$ cat config.mk
export PLATFORM = sky130hd
export DESIGN_NAME = spi_slave_regfile_flat
export DESIGN_NICKNAME = d
export VERILOG_FILES = /design/src/rtl/spi_slave_pkg.sv /design/src/rtl/spi_slave_regfile_if.sv /design/src/rtl/spi_sync_edge.sv /design/src/rtl/spi_slave_regfile.sv /design/src/flat_wrapper.sv
export SDC_FILE = /design/constraint.sdc
export NUM_CORES = 1
export LEC_CHECK = 0
export ABC_AREA = 1
export BUFFER_PORTS_ARGS = -buffer_cell sky130_fd_sc_hd__buf_4
export CAP_MARGIN = 20
export CORE_ASPECT_RATIO = 0.9
export CORE_MARGIN = 2
export CORE_UTILIZATION = 50
export CTS_CLUSTER_SIZE = 14
export DETAILED_ROUTE_END_ITERATION = 8
export PLACE_DENSITY = 0.69
export SLEW_MARGIN = 20
export SYNTH_ARGS = -nofsm -noshare
export SYNTH_HDL_FRONTEND = slang
export SYNTH_SLANG_ARGS = --single-unit
$ cat constraint.sdc
create_clock -name clk -period 2.3 [get_ports clk]
set_input_delay 0.575 -clock clk [delete_from_list [all_inputs] [get_ports clk]]
set_output_delay 0.575 -clock clk [all_outputs]
set_load 0.02 [all_outputs]
$ cat src/rtl/spi_slave_pkg.sv
// -----------------------------------------------------------------------------
// spi_slave_pkg
// Shared constants and types for the SPI slave register file.
//   ADDR_W / DATA_W : register-file geometry (16 x 8 bit)
//   CMD_RW_BIT      : command-byte bit that selects read (1) or write (0)
//   STATUS_ADDR     : address that becomes the frame counter when the
//                     SPI_SLAVE_STATUS_EN build option is defined
//   state_t         : frame-level state machine encoding
//   dbg_t           : debug view of the state machine and synchronised pins
// -----------------------------------------------------------------------------
package spi_slave_pkg;

  localparam int ADDR_W     = 4;
  localparam int DATA_W     = 8;
  localparam int CMD_RW_BIT = 7;
  localparam int NUM_REGS   = 1 << ADDR_W;

  localparam logic [ADDR_W-1:0] STATUS_ADDR = '1;

  typedef enum logic [1:0] {
    ST_IDLE = 2'd0,
    ST_CMD  = 2'd1,
    ST_DATA = 2'd2
  } state_t;

  typedef struct packed {
    state_t     state;
    logic [2:0] bit_cnt;
    logic       sck_s;
    logic       cs_n_s;
  } dbg_t;

endpackage

$ cat src/rtl/spi_slave_regfile_if.sv
// -----------------------------------------------------------------------------
// spi_slave_regfile_if
// The four-wire SPI bus plus the slave's MISO output-enable.
//   spi_sck_i     : serial clock, idles low (mode 0)
//   spi_cs_n_i    : active-low chip select
//   spi_mosi_i    : master-out data, MSB first
//   spi_miso_o    : slave-out data
//   spi_miso_oe_o : high while the slave's synchronised chip select is low
// Modports: master (the SPI controller / testbench) and slave (the register
// file). The bus has no valid/ready handshake: a frame is delimited by CS low,
// each bit is qualified by an SCK rising edge, and the controller must keep
// SCK at or below clk/8 so the slave's synchronisers can follow it.
// -----------------------------------------------------------------------------
interface spi_slave_regfile_if;

  logic spi_sck_i;
  logic spi_cs_n_i;
  logic spi_mosi_i;
  logic spi_miso_o;
  logic spi_miso_oe_o;

  modport master (
    output spi_sck_i, spi_cs_n_i, spi_mosi_i,
    input  spi_miso_o, spi_miso_oe_o
  );

  modport slave (
    input  spi_sck_i, spi_cs_n_i, spi_mosi_i,
    output spi_miso_o, spi_miso_oe_o
  );

endinterface

$ cat src/rtl/spi_sync_edge.sv
// -----------------------------------------------------------------------------
// spi_sync_edge
// Multi-flop synchroniser for one asynchronous input followed by rise/fall
// detection on the synchronised level.
//   clk, rst : system clock, synchronous active-high reset
//   din      : asynchronous input pin
//   level    : synchronised value (STAGES flops after the pin)
//   rise     : one-cycle pulse on a 0->1 change of level
//   fall     : one-cycle pulse on a 1->0 change of level
// RST_VAL seeds both the chain and the edge-detect history, so no edge is
// reported until the real pin value has propagated through.
// -----------------------------------------------------------------------------
module spi_sync_edge #(
  parameter int   STAGES  = 2,
  parameter logic RST_VAL = 1'b0
) (
  input  logic clk,
  input  logic rst,
  input  logic din,
  output logic level,
  output logic rise,
  output logic fall
);

  logic [STAGES-1:0] sync_q;
  logic              prev_q;

  always_ff @(posedge clk) begin
    if (rst) begin
      sync_q <= {STAGES{RST_VAL}};
      prev_q <= RST_VAL;
    end else begin
      sync_q <= {sync_q[STAGES-2:0], din};
      prev_q <= sync_q[STAGES-1];
    end
  end

  assign level = sync_q[STAGES-1];
  assign rise  = level & ~prev_q;
  assign fall  = ~level & prev_q;

endmodule

$ cat src/rtl/spi_slave_regfile.sv
// -----------------------------------------------------------------------------
// spi_slave_regfile
// SPI mode-0 slave (MSB first) in front of a 16 x 8 register file that is also
// reachable from a local port.
// Ports:
//   clk, rst      : system clock, synchronous active-high reset
//   spi           : SPI bus (slave modport)
//   loc_addr_i    : local address; loc_rdata_o = reg[loc_addr_i] one cycle later
//   loc_we_i      : local write enable, loc_wdata_i : local write data
//   wr_stb_o      : one-cycle pulse after each SPI data-byte write,
//                   with wr_addr_o / wr_data_o
//   frame_done_o  : one-cycle pulse when CS rises after >= 1 complete byte
//   busy_o        : state machine not IDLE
//   dbg_o         : state, bit counter and synchronised SCK/CS levels
// Frame: first byte is the command (bit7 = read, bits 3:0 = start address);
// every following byte reads or writes one register with auto-increment.
// Build option SPI_SLAVE_STATUS_EN: address 15 becomes a read-only 8-bit
// counter of frame_done_o pulses. Without it, address 15 is an ordinary
// register.
// -----------------------------------------------------------------------------
module spi_slave_regfile
  import spi_slave_pkg::*;
#(
  parameter int                SYNC_STAGES = 2,
  parameter logic [DATA_W-1:0] REG_RESET   = 8'h00
) (
  input  logic                clk,
  input  logic                rst,
  spi_slave_regfile_if.slave  spi,
  input  logic [ADDR_W-1:0]   loc_addr_i,
  input  logic                loc_we_i,
  input  logic [DATA_W-1:0]   loc_wdata_i,
  output logic [DATA_W-1:0]   loc_rdata_o,
  output logic                wr_stb_o,
  output logic [ADDR_W-1:0]   wr_addr_o,
  output logic [DATA_W-1:0]   wr_data_o,
  output logic                frame_done_o,
  output logic                busy_o,
  output dbg_t                dbg_o
);

  // ---------------------------------------------------------------------------
  // Pin synchronisation
  // ---------------------------------------------------------------------------
  logic sck_level, sck_rise, sck_fall;
  logic cs_level, cs_rise, cs_fall;
  logic [SYNC_STAGES-1:0] mosi_q;
  logic mosi_s;

  spi_sync_edge #(.STAGES(SYNC_STAGES), .RST_VAL(1'b0)) u_sck_sync (
    .clk   (clk),
    .rst   (rst),
    .din   (spi.spi_sck_i),
    .level (sck_level),
    .rise  (sck_rise),
    .fall  (sck_fall)
  );

  // CS is seeded as "asserted": a CS already low at reset release then never
  // produces a fall, so the slave waits for a real high-then-low sequence.
  spi_sync_edge #(.STAGES(SYNC_STAGES), .RST_VAL(1'b0)) u_cs_sync (
    .clk   (clk),
    .rst   (rst),
    .din   (spi.spi_cs_n_i),
    .level (cs_level),
    .rise  (cs_rise),
    .fall  (cs_fall)
  );

  // MOSI goes through the same depth so it stays aligned with SCK edges.
  always_ff @(posedge clk) begin
    if (rst) mosi_q <= '0;
    else     mosi_q <= {mosi_q[SYNC_STAGES-2:0], spi.spi_mosi_i};
  end
  assign mosi_s = mosi_q[SYNC_STAGES-1];

  // ---------------------------------------------------------------------------
  // Datapath state
  // ---------------------------------------------------------------------------
  state_t            state_q, state_d;
  logic [2:0]        bit_cnt_q;
  logic [6:0]        rx_sh_q;
  logic [DATA_W-1:0] tx_sh_q;
  logic [ADDR_W-1:0] addr_q;
  logic              is_read_q;
  logic              byte_seen_q;
  logic              load_pend_q;   // a byte completed; next SCK fall loads TX
  logic              armed_q;       // CS has been seen high since reset
  logic              oe_q;
  logic              wr_stb_q;
  logic [ADDR_W-1:0] wr_addr_q;
  logic [DATA_W-1:0] wr_data_q;
  logic              frame_done_q;
  logic [DATA_W-1:0] loc_rdata_q;
  logic [DATA_W-1:0] regs_q [NUM_REGS];

  logic              in_frame;
  logic              byte_end;
  logic              spi_we;
  logic              spi_wr_ok;
  logic              loc_wr_ok;
  logic [DATA_W-1:0] rx_byte;
  logic [DATA_W-1:0] spi_rd_word;
  logic [DATA_W-1:0] loc_rd_word;

  assign in_frame = (state_q != ST_IDLE);
  assign rx_byte  = {rx_sh_q, mosi_s};
  // A CS rise in the same cycle as an SCK edge cancels the edge.
  assign byte_end = in_frame & sck_rise & ~cs_rise & (bit_cnt_q == 3'd7);
  assign spi_we   = byte_end & (state_q == ST_DATA) & ~is_read_q;

`ifdef SPI_SLAVE_STATUS_EN
  logic [DATA_W-1:0] frame_cnt_q;

  always_ff @(posedge clk) begin
    if (rst)
      frame_cnt_q <= '0;
    else if (cs_rise && in_frame && byte_seen_q)
      frame_cnt_q <= frame_cnt_q + 8'd1;
  end

  assign spi_wr_ok = (addr_q != STATUS_ADDR);
  assign loc_wr_ok = (loc_addr_i != STATUS_ADDR);

  always_comb begin
    spi_rd_word = regs_q[addr_q];
    loc_rd_word = regs_q[loc_addr_i];
    if (addr_q == STATUS_ADDR)     spi_rd_word = frame_cnt_q;
    if (loc_addr_i == STATUS_ADDR) loc_rd_word = frame_cnt_q;
  end
`else
  assign spi_wr_ok = 1'b1;
  assign loc_wr_ok = 1'b1;

  always_comb begin
    spi_rd_word = regs_q[addr_q];
    loc_rd_word = regs_q[loc_addr_i];
  end
`endif

  // ---------------------------------------------------------------------------
  // State machine: register / next-state / outputs
  // ---------------------------------------------------------------------------
  always_ff @(posedge clk) begin
    if (rst) state_q <= ST_IDLE;
    else     state_q <= state_d;
  end

  always_comb begin
    state_d = state_q;
    if (cs_rise) begin
      state_d = ST_IDLE;
    end else begin
      case (state_q)
        ST_IDLE: if (cs_fall) state_d = ST_CMD;
        ST_CMD:  if (sck_rise && bit_cnt_q == 3'd7) state_d = ST_DATA;
        ST_DATA: state_d = ST_DATA;
        default: state_d = ST_IDLE;
      endcase
    end
  end

  always_comb begin
    busy_o = in_frame;
    dbg_o  = '{state: state_q, bit_cnt: bit_cnt_q, sck_s: sck_level, cs_n_s: cs_level};
  end

  // ---------------------------------------------------------------------------
  // Register file: the SPI write sits after the local write so it wins on an
  // address collision; different addresses both land.
  // ---------------------------------------------------------------------------
  always_ff @(posedge clk) begin
    if (rst) begin
      for (int i = 0; i < NUM_REGS; i++) regs_q[i] <= REG_RESET;
    end else begin
      if (loc_we_i && loc_wr_ok) regs_q[loc_addr_i] <= loc_wdata_i;
      if (spi_we && spi_wr_ok)   regs_q[addr_q]     <= rx_byte;
    end
  end

  // ---------------------------------------------------------------------------
  // Frame control, shifters and strobes
  // ---------------------------------------------------------------------------
  always_ff @(posedge clk) begin
    if (rst) begin
      bit_cnt_q    <= '0;
      rx_sh_q      <= '0;
      tx_sh_q      <= '0;
      addr_q       <= '0;
      is_read_q    <= 1'b0;
      byte_seen_q  <= 1'b0;
      load_pend_q  <= 1'b0;
      armed_q      <= 1'b0;
      oe_q         <= 1'b0;
      wr_stb_q     <= 1'b0;
      wr_addr_q    <= '0;
      wr_data_q    <= '0;
      frame_done_q <= 1'b0;
      loc_rdata_q  <= '0;
    end else begin
      wr_stb_q     <= 1'b0;
      frame_done_q <= 1'b0;
      armed_q      <= armed_q | cs_level;
      oe_q         <= armed_q & ~cs_level;
      loc_rdata_q  <= loc_rd_word;

      if (cs_rise) begin
        // Partial bytes are simply dropped: nothing was written for them yet.
        frame_done_q <= in_frame & byte_seen_q;
        tx_sh_q      <= '0;
        is_read_q    <= 1'b0;
        load_pend_q  <= 1'b0;
        bit_cnt_q    <= '0;
      end else if (state_q == ST_IDLE) begin
        if (cs_fall) begin
          bit_cnt_q   <= '0;
          rx_sh_q     <= '0;
          tx_sh_q     <= '0;
          addr_q      <= '0;
          is_read_q   <= 1'b0;
          byte_seen_q <= 1'b0;
          load_pend_q <= 1'b0;
        end
      end else begin
        if (sck_rise) begin
          rx_sh_q   <= rx_byte[6:0];
          bit_cnt_q <= bit_cnt_q + 3'd1;
          if (bit_cnt_q == 3'd7) begin
            byte_seen_q <= 1'b1;
            if (state_q == ST_CMD) begin
              is_read_q   <= rx_byte[CMD_RW_BIT];
              addr_q      <= rx_byte[ADDR_W-1:0];
              load_pend_q <= rx_byte[CMD_RW_BIT];
            end else if (is_read_q) begin
              load_pend_q <= 1'b1;
            end else begin
              wr_stb_q  <= 1'b1;
              wr_addr_q <= addr_q;
              wr_data_q <= rx_byte;
              addr_q    <= addr_q + 4'd1;
            end
          end
        end
        // is_read_q is only set once the command byte is done, so this never
        // drives MISO during CMD or in a write frame.
        if (sck_fall && is_read_q) begin
          if (load_pend_q) begin
            tx_sh_q     <= spi_rd_word;
            addr_q      <= addr_q + 4'd1;
            load_pend_q <= 1'b0;
          end else begin
            tx_sh_q <= {tx_sh_q[DATA_W-2:0], 1'b0};
          end
        end
      end
    end
  end

  assign spi.spi_miso_o    = tx_sh_q[DATA_W-1];
  assign spi.spi_miso_oe_o = oe_q;
  assign loc_rdata_o       = loc_rdata_q;
  assign wr_stb_o          = wr_stb_q;
  assign wr_addr_o         = wr_addr_q;
  assign wr_data_o         = wr_data_q;
  assign frame_done_o      = frame_done_q;

endmodule

$ cat src/flat_wrapper.sv
// flat-port wrapper written by rule: the top's interface ports become plain ports
module spi_slave_regfile_flat import spi_slave_pkg::*;
#(
  parameter int                SYNC_STAGES = 2,
  parameter logic [DATA_W-1:0] REG_RESET   = 8'h00
)
  (clk, rst, loc_addr_i, loc_we_i, loc_wdata_i, loc_rdata_o, wr_stb_o, wr_addr_o, wr_data_o, frame_done_o, busy_o, dbg_o, spi_spi_sck_i, spi_spi_cs_n_i, spi_spi_mosi_i, spi_spi_miso_o, spi_spi_miso_oe_o);
  spi_slave_regfile_if spi_i ();
  input  logic clk;
  input  logic rst;
  input  logic [ADDR_W-1:0] loc_addr_i;
  input  logic loc_we_i;
  input  logic [DATA_W-1:0] loc_wdata_i;
  output logic [DATA_W-1:0] loc_rdata_o;
  output logic wr_stb_o;
  output logic [ADDR_W-1:0] wr_addr_o;
  output logic [DATA_W-1:0] wr_data_o;
  output logic frame_done_o;
  output logic busy_o;
  output dbg_t dbg_o;
  input wire logic [$bits(spi_i.spi_sck_i)-1:0] spi_spi_sck_i;
  input wire logic [$bits(spi_i.spi_cs_n_i)-1:0] spi_spi_cs_n_i;
  input wire logic [$bits(spi_i.spi_mosi_i)-1:0] spi_spi_mosi_i;
  output wire logic [$bits(spi_i.spi_miso_o)-1:0] spi_spi_miso_o;
  output wire logic [$bits(spi_i.spi_miso_oe_o)-1:0] spi_spi_miso_oe_o;
  assign spi_i.spi_sck_i = spi_spi_sck_i;
  assign spi_i.spi_cs_n_i = spi_spi_cs_n_i;
  assign spi_i.spi_mosi_i = spi_spi_mosi_i;
  assign spi_spi_miso_o = spi_i.spi_miso_o;
  assign spi_spi_miso_oe_o = spi_i.spi_miso_oe_o;
  spi_slave_regfile #(.SYNC_STAGES(SYNC_STAGES), .REG_RESET(REG_RESET)) u_core (.clk(clk), .rst(rst), .spi(spi_i), .loc_addr_i(loc_addr_i), .loc_we_i(loc_we_i), .loc_wdata_i(loc_wdata_i), .loc_rdata_o(loc_rdata_o), .wr_stb_o(wr_stb_o), .wr_addr_o(wr_addr_o), .wr_data_o(wr_data_o), .frame_done_o(frame_done_o), .busy_o(busy_o), .dbg_o(dbg_o));
endmodule
Word-level counts from Yosys, hierarchy flattened
Memory sizes are Yosys's and may differ from the RTL's. A register that Yosys moved wholly into a read port is not among the register bits. Index checks and enable logic that the tools add are counted.

Register bits after elaboration: 51. Memory bits (writable): 128. Bits of input ports: 18. Output and inout bits: 32. Memories: 1.

$add $sub $neg: 2. Equal/unequal tests: 5. Muxes and demuxes: 53. Bitwise logic cells: 22. Reductions and logical operators: 21.

Memory list: u_core.regs_q (words 16, bits a word 8, read ports 2, clocked after memory_dff 2, write ports 16, line spi_slave_regfile.sv:95) `logic [DATA_W-1:0] regs_q [NUM_REGS];`.

Operator list (count): two-way mux 4 bit (12); two-way mux 8 bit (6); two-way mux 1 bit (26); two-way mux 7 bit (3); OR reduction 8 bit (2); AND 1 bit (11); inverter 1 bit (10); nonzero test 2 bit (5); two-way mux 3 bit (3); AND reduction 2 bit (4); AND reduction 4 bit (2); one-hot mux 2 bit (3 select lines) (1); AND reduction 6 bit (1); OR reduction 6 bit (1); adder 4 x 1 -> 4 bit, second input constant (1); two-way mux 2 bit (2); != test 2 x 1 -> 1 bit, second input constant (2); OR reduction 2 bit (2); adder 3 x 1 -> 3 bit, second input constant (1); == test 3 bit, second input constant (1); AND reduction 3 bit (1); == test 2 x 1 -> 1 bit, second input constant (1); == test 2 bit, second input constant (1); logical AND 1 bit (2); other kinds (2) (2).

Depth between registers and ports, before layout
Depth in word-level cells: 12. Depth in mapped cells: 12.

By module
Synthesis repeated with hierarchy kept, for this count alone.

Cell total of the unflattened synthesis: 1267. Area, all modules: 10333.7 um2.

By module, submodules not included: spi_slave_regfile (instances 1, cells an instance 1243, area an instance 10146.0 um2, seq. area each 4984.8 um2); spi_sync_edge (instances 2, cells an instance 12, area an instance 93.8 um2, seq. area each 60.1 um2).

Least setup slack after synthesis
No wires, ideal clock.

Path kind: register to register. From: register u_core.state_q[0]. To: memory u_core.regs_q[1][0], enable pin. Arrival: 1.977 ns. Slack: -0.015 ns. Cell stages (with the launch flop): 11. Buffers on the path: 1. Period minus slack after synthesis: 2.315 ns. Cells stage by stage: dfxtp_1 inv_1 ha_1 nor2_2 nand2_2 inv_4 nand2_4 nor2_4 nand2_2 buf_2 nand3b_1.

RTL lines: start, declared (line spi_slave_regfile.sv:80) `state_t state_q, state_d;`; start signal, assigned (line spi_slave_regfile.sv:146) `else state_q <= state_d;`; end, declared (line spi_slave_regfile.sv:95).

Worst setup path in the final report
From: register u_core.state_q[0]. To: output port busy_o.

Cells in the longest elaborated chain, start to end: 1.

Ends and longest elaborated chain: nonzero test 2 bit (line spi_slave_regfile.sv:106) `assign in_frame = (state_q != ST_IDLE);`; end, declared (line flat_wrapper.sv:19) `output logic busy_o;`.

No other way between the ends.

==> results.json <==
{
  "hold_ws_ns": 0.321,
  "gp_congestion": 0.992,
  "relSlewSlack": 0.539,
  "drc_errors": 0,
  "critPathTopFamily": "buffers and inverters",
  "setup_viol": 0,
  "cp-start-kind": "flop",
  "dp_hpwl_um": 23600,
  "insertion_delay_ns": 0.45,
  "cts_buffers": 17,
  "ant_nets": 0,
  "dpl_cell_area_um2": 11500,
  "synth_area_leaders": "edfxtp_1, dfxtp_1, nand2_1, nand3_1, o21ai_0",
  "synth_top_area_cell": "edfxtp_1",
  "worstPathArrival_ns": 1.62,
  "power.total_uw": 7900,
  "h-tree-depth": 4,
  "cts_tree": "yes",
  "initial_core_util": 0.508,
  "netlist_area_um2": 10600,
  "first_global_vias": 9265,
  "maxCapViolations": 0,
  "worstSetupEndpointType": "output pin",
  "core_area_um2": 20800,
  "ys_seq_elements": 191,
  "grt_max_degree": 65,
  "hp-class": "input pin to flop",
  "die_w_um": 157,
  "fin_setup_tns_ns": 0,
  "pwr_density_cell_nw_per_um2": 652,
  "viasPerCell": 5.98,
  "io_pins": 50,
  "layout-drive-gt1-share": 0.138,
  "grt_usage": 0.322,
  "clock_skew_ns": 0.0135,
  "first_iter_violations": 1558,
  "final_cell_area_um2": 12100,
  "crit_required_ns": 1.73,
  "cp_cell_sequence": "inv_1, ha_1, buf_4, inv_1, buf_4",
  "yosysTopAreaCellShare": 0.364,
  "grt_antenna_before_repair": 0,
  "grt-ovfl-total": 0,
  "critPathMaxFanout": 7,
  "vias": 10046,
  "dieArea_um2": 22300,
  "hold_viol": 0,
  "ys_seq_area_frac": 0.484,
  "cts_buffer_depth": 2,
  "syn_to_final_growth_pct": 14.7,
  "ys_types": 36,
  "slew_viol_final": 0,
  "synth.avg_cell_area_um2": 7.94,
  "portBuffers": 49,
  "rsz0062_at_grt": "false",
  "irDropWorstVdd_mv": 0.588,
  "n_antenna_cell": 0,
  "cts_sinks": 191,
  "p_leak_uw": 0.00480,
  "dpl.cell_count": 1648,
  "yosysWarnings": 0,
  "cts_root_buf": "clkbuf_16",
  "min_period_over_period": 0.954,
  "instances_no_fill": 1680,
  "hold_buffers": 0,
  "synth_fp_nets": 1356,
  "syn_inst": 1329,
  "rows": 50,
  "worstMarginPinSlew_ns": 0.691,
  "critPathSlowestCell": "dfxtp_2",
  "cp_num_buf_inv": 4,
  "drt_first_pass_iters": 6,
  "wl_um": 35200,
  "finalCriticalPeriod_ns": 2.20,
  "critPathKind": "flop to output pin",
  "die_y_um": 142,
  "status": "completed",
  "wl_per_cell_um": 20.9,
  "clkSlewWorstSetupHoldPaths_ns": 0.08,
  "final_nets": 1408,
  "crit_path_max_incr_delay_ns": 0.35,
  "fmax_mhz": 456,
  "grt_pass1_wl_um": 53100
}
==> power by group <==
part	switching [uW]	leakage (uW)	internal, uW
Sequential	112	0.00173	3820
Combinational	615	0.00277	299
Clock	1550	0.000296	1500
Total	2280	0.00480	5620
==> layer usage <==
metal / vias up / wire, um / part of all wire / track usage
met4: 0 / 1460 / 0.042 / 0.140
met1: 4589 / 13700 / 0.39 / 0.442
met2: 672 / 15500 / 0.44 / 0.486
li1: 4666 / - / - / -
met5: - / 0 / 0 / 0
met3: 119 / 4500 / 0.13 / 0.0785
==> cell usage in the layout (no fill, tap or decap), types with 12 or more instances in the layout <==
cell,count
a21oi_1,38
a22oi_1,70
buf_4,118
clkbuf_16,17
dfxtp_1,60
edfxtp_1,128
inv_1,108
nand2_1,308
nand3_1,224
nand3b_1,12
nand4_1,13
nor2_1,62
nor2_2,13
o21ai_0,114
o21ai_1,39
==> worst reg2reg max path: stages (launching register included) <==
cell	delay, ns
dfxtp_1	0.36
ha_1	0.16
ha_1	0.17
inv_1	0.05
nor2_1	0.12
nand2_2	0.11
inv_4	0.11
nand2_4	0.10
nor2_4	0.17
nand2_2	0.09
nand3b_1	0.35
==> through the flow <==
stage           util  worst slack (ns)
2_1_floorplan      -           0.00691
3_3_place_gp   0.554             0.193
3_5_place_dp   0.554             0.113
4_1_cts        0.583             0.115
5_1_grt        0.583            0.0109
6_report       0.583             0.105
==> state kept, by name, summed over array words and instances (netlist names), named ones only <==
signal	flops
u_core.is_read_q	1
u_core.state_q	2
u_core.frame_done_o	1
u_core.addr_q	4
u_core.mosi_q	2
u_core.armed_q	1
u_core.wr_stb_o	1
u_core.loc_rdata_o	8
u_core.rx_sh_q	7
u_core.wr_data_o	8
u_core.wr_addr_o	4
u_core.u_cs_sync.prev_q	1
u_core.bit_cnt_q	3
u_core.regs_q	128
u_core.tx_sh_q	8
u_core.u_cs_sync.sync_q	2
u_core.spi.spi_miso_oe_o	1
u_core.u_sck_sync.prev_q	1
u_core.load_pend_q	1
u_core.byte_seen_q	1
u_core.u_sck_sync.sync_q	2
==> what timing repair did <==
| action | 4_1_cts | 5_1_grt |
|---|---|---|
| endpoints found under the setup margin | 0 | 8 |
| resized for setup | 0 | 1 |
| buffers inserted | 0 | 0 |
==> synthesized netlist by cell type (all sizes together) <==
cell     instances
o2111ai          1
a21boi           1
clkbuf          57
edfxtp         128
dfxtp           63
a211oi           1
a22oi           70
nor3             4
o21ai          153
and2             7
nor2            78
buf             33
a31oi            1
a21oi           38
or2              1
inv            111
xnor2            1
ha               9
nand3          224
o22ai            1
nand3b          12
nand2          321
nand4           13
clkinv           1
==> kinds of logic after synthesis <==
kind of cell / after synthesis / synth area share
AO/OA/AOI/OAI: 266 / 0.144
XOR/XNOR: 1 / 0.000830
adder cells (fa/ha/maj): 9 / 0.0107
buffers and inverters: 202 / 0.0792
flip-flops: 191 / 0.484
AND/OR/NAND/NOR: 660 / 0.282
==> cell type report <==
cell class / count / area (um^2)
well taps: 286 / 358
flip-flops and latches: 191 / 5110
inverters: 112 / 423
repair buffers: 123 / 986
multi-input cells: 936 / 4630
fillers: 1897 / 8660
clock buffers: 17 / 425
clock inverters: 15 / 179
==> path summary, 6_finish.rpt <==
check | from | to | slack, ns | depth (start not counted)
worst max-delay path | u_core.state_q[0]$_SDFFE_PP0P_ | busy_o | 0.10 | 5
worst min-delay path | spi_spi_sck_i | u_core.u_sck_sync.sync_q[0]$_SDFF_PP0_ | 0.32 | 3
worst max register to register | u_core.bit_cnt_q[1]$_SDFFE_PP0P_ | u_core.regs_q[6][4]$_DFFE_PP_ | 0.17 | 10
worst min register to register | u_core.u_cs_sync.sync_q[0]$_SDFF_PP0_ | u_core.u_cs_sync.sync_q[1]$_SDFF_PP0_ | 0.41 | 2
No activity file was read; power rests on OpenSTA's default activity.
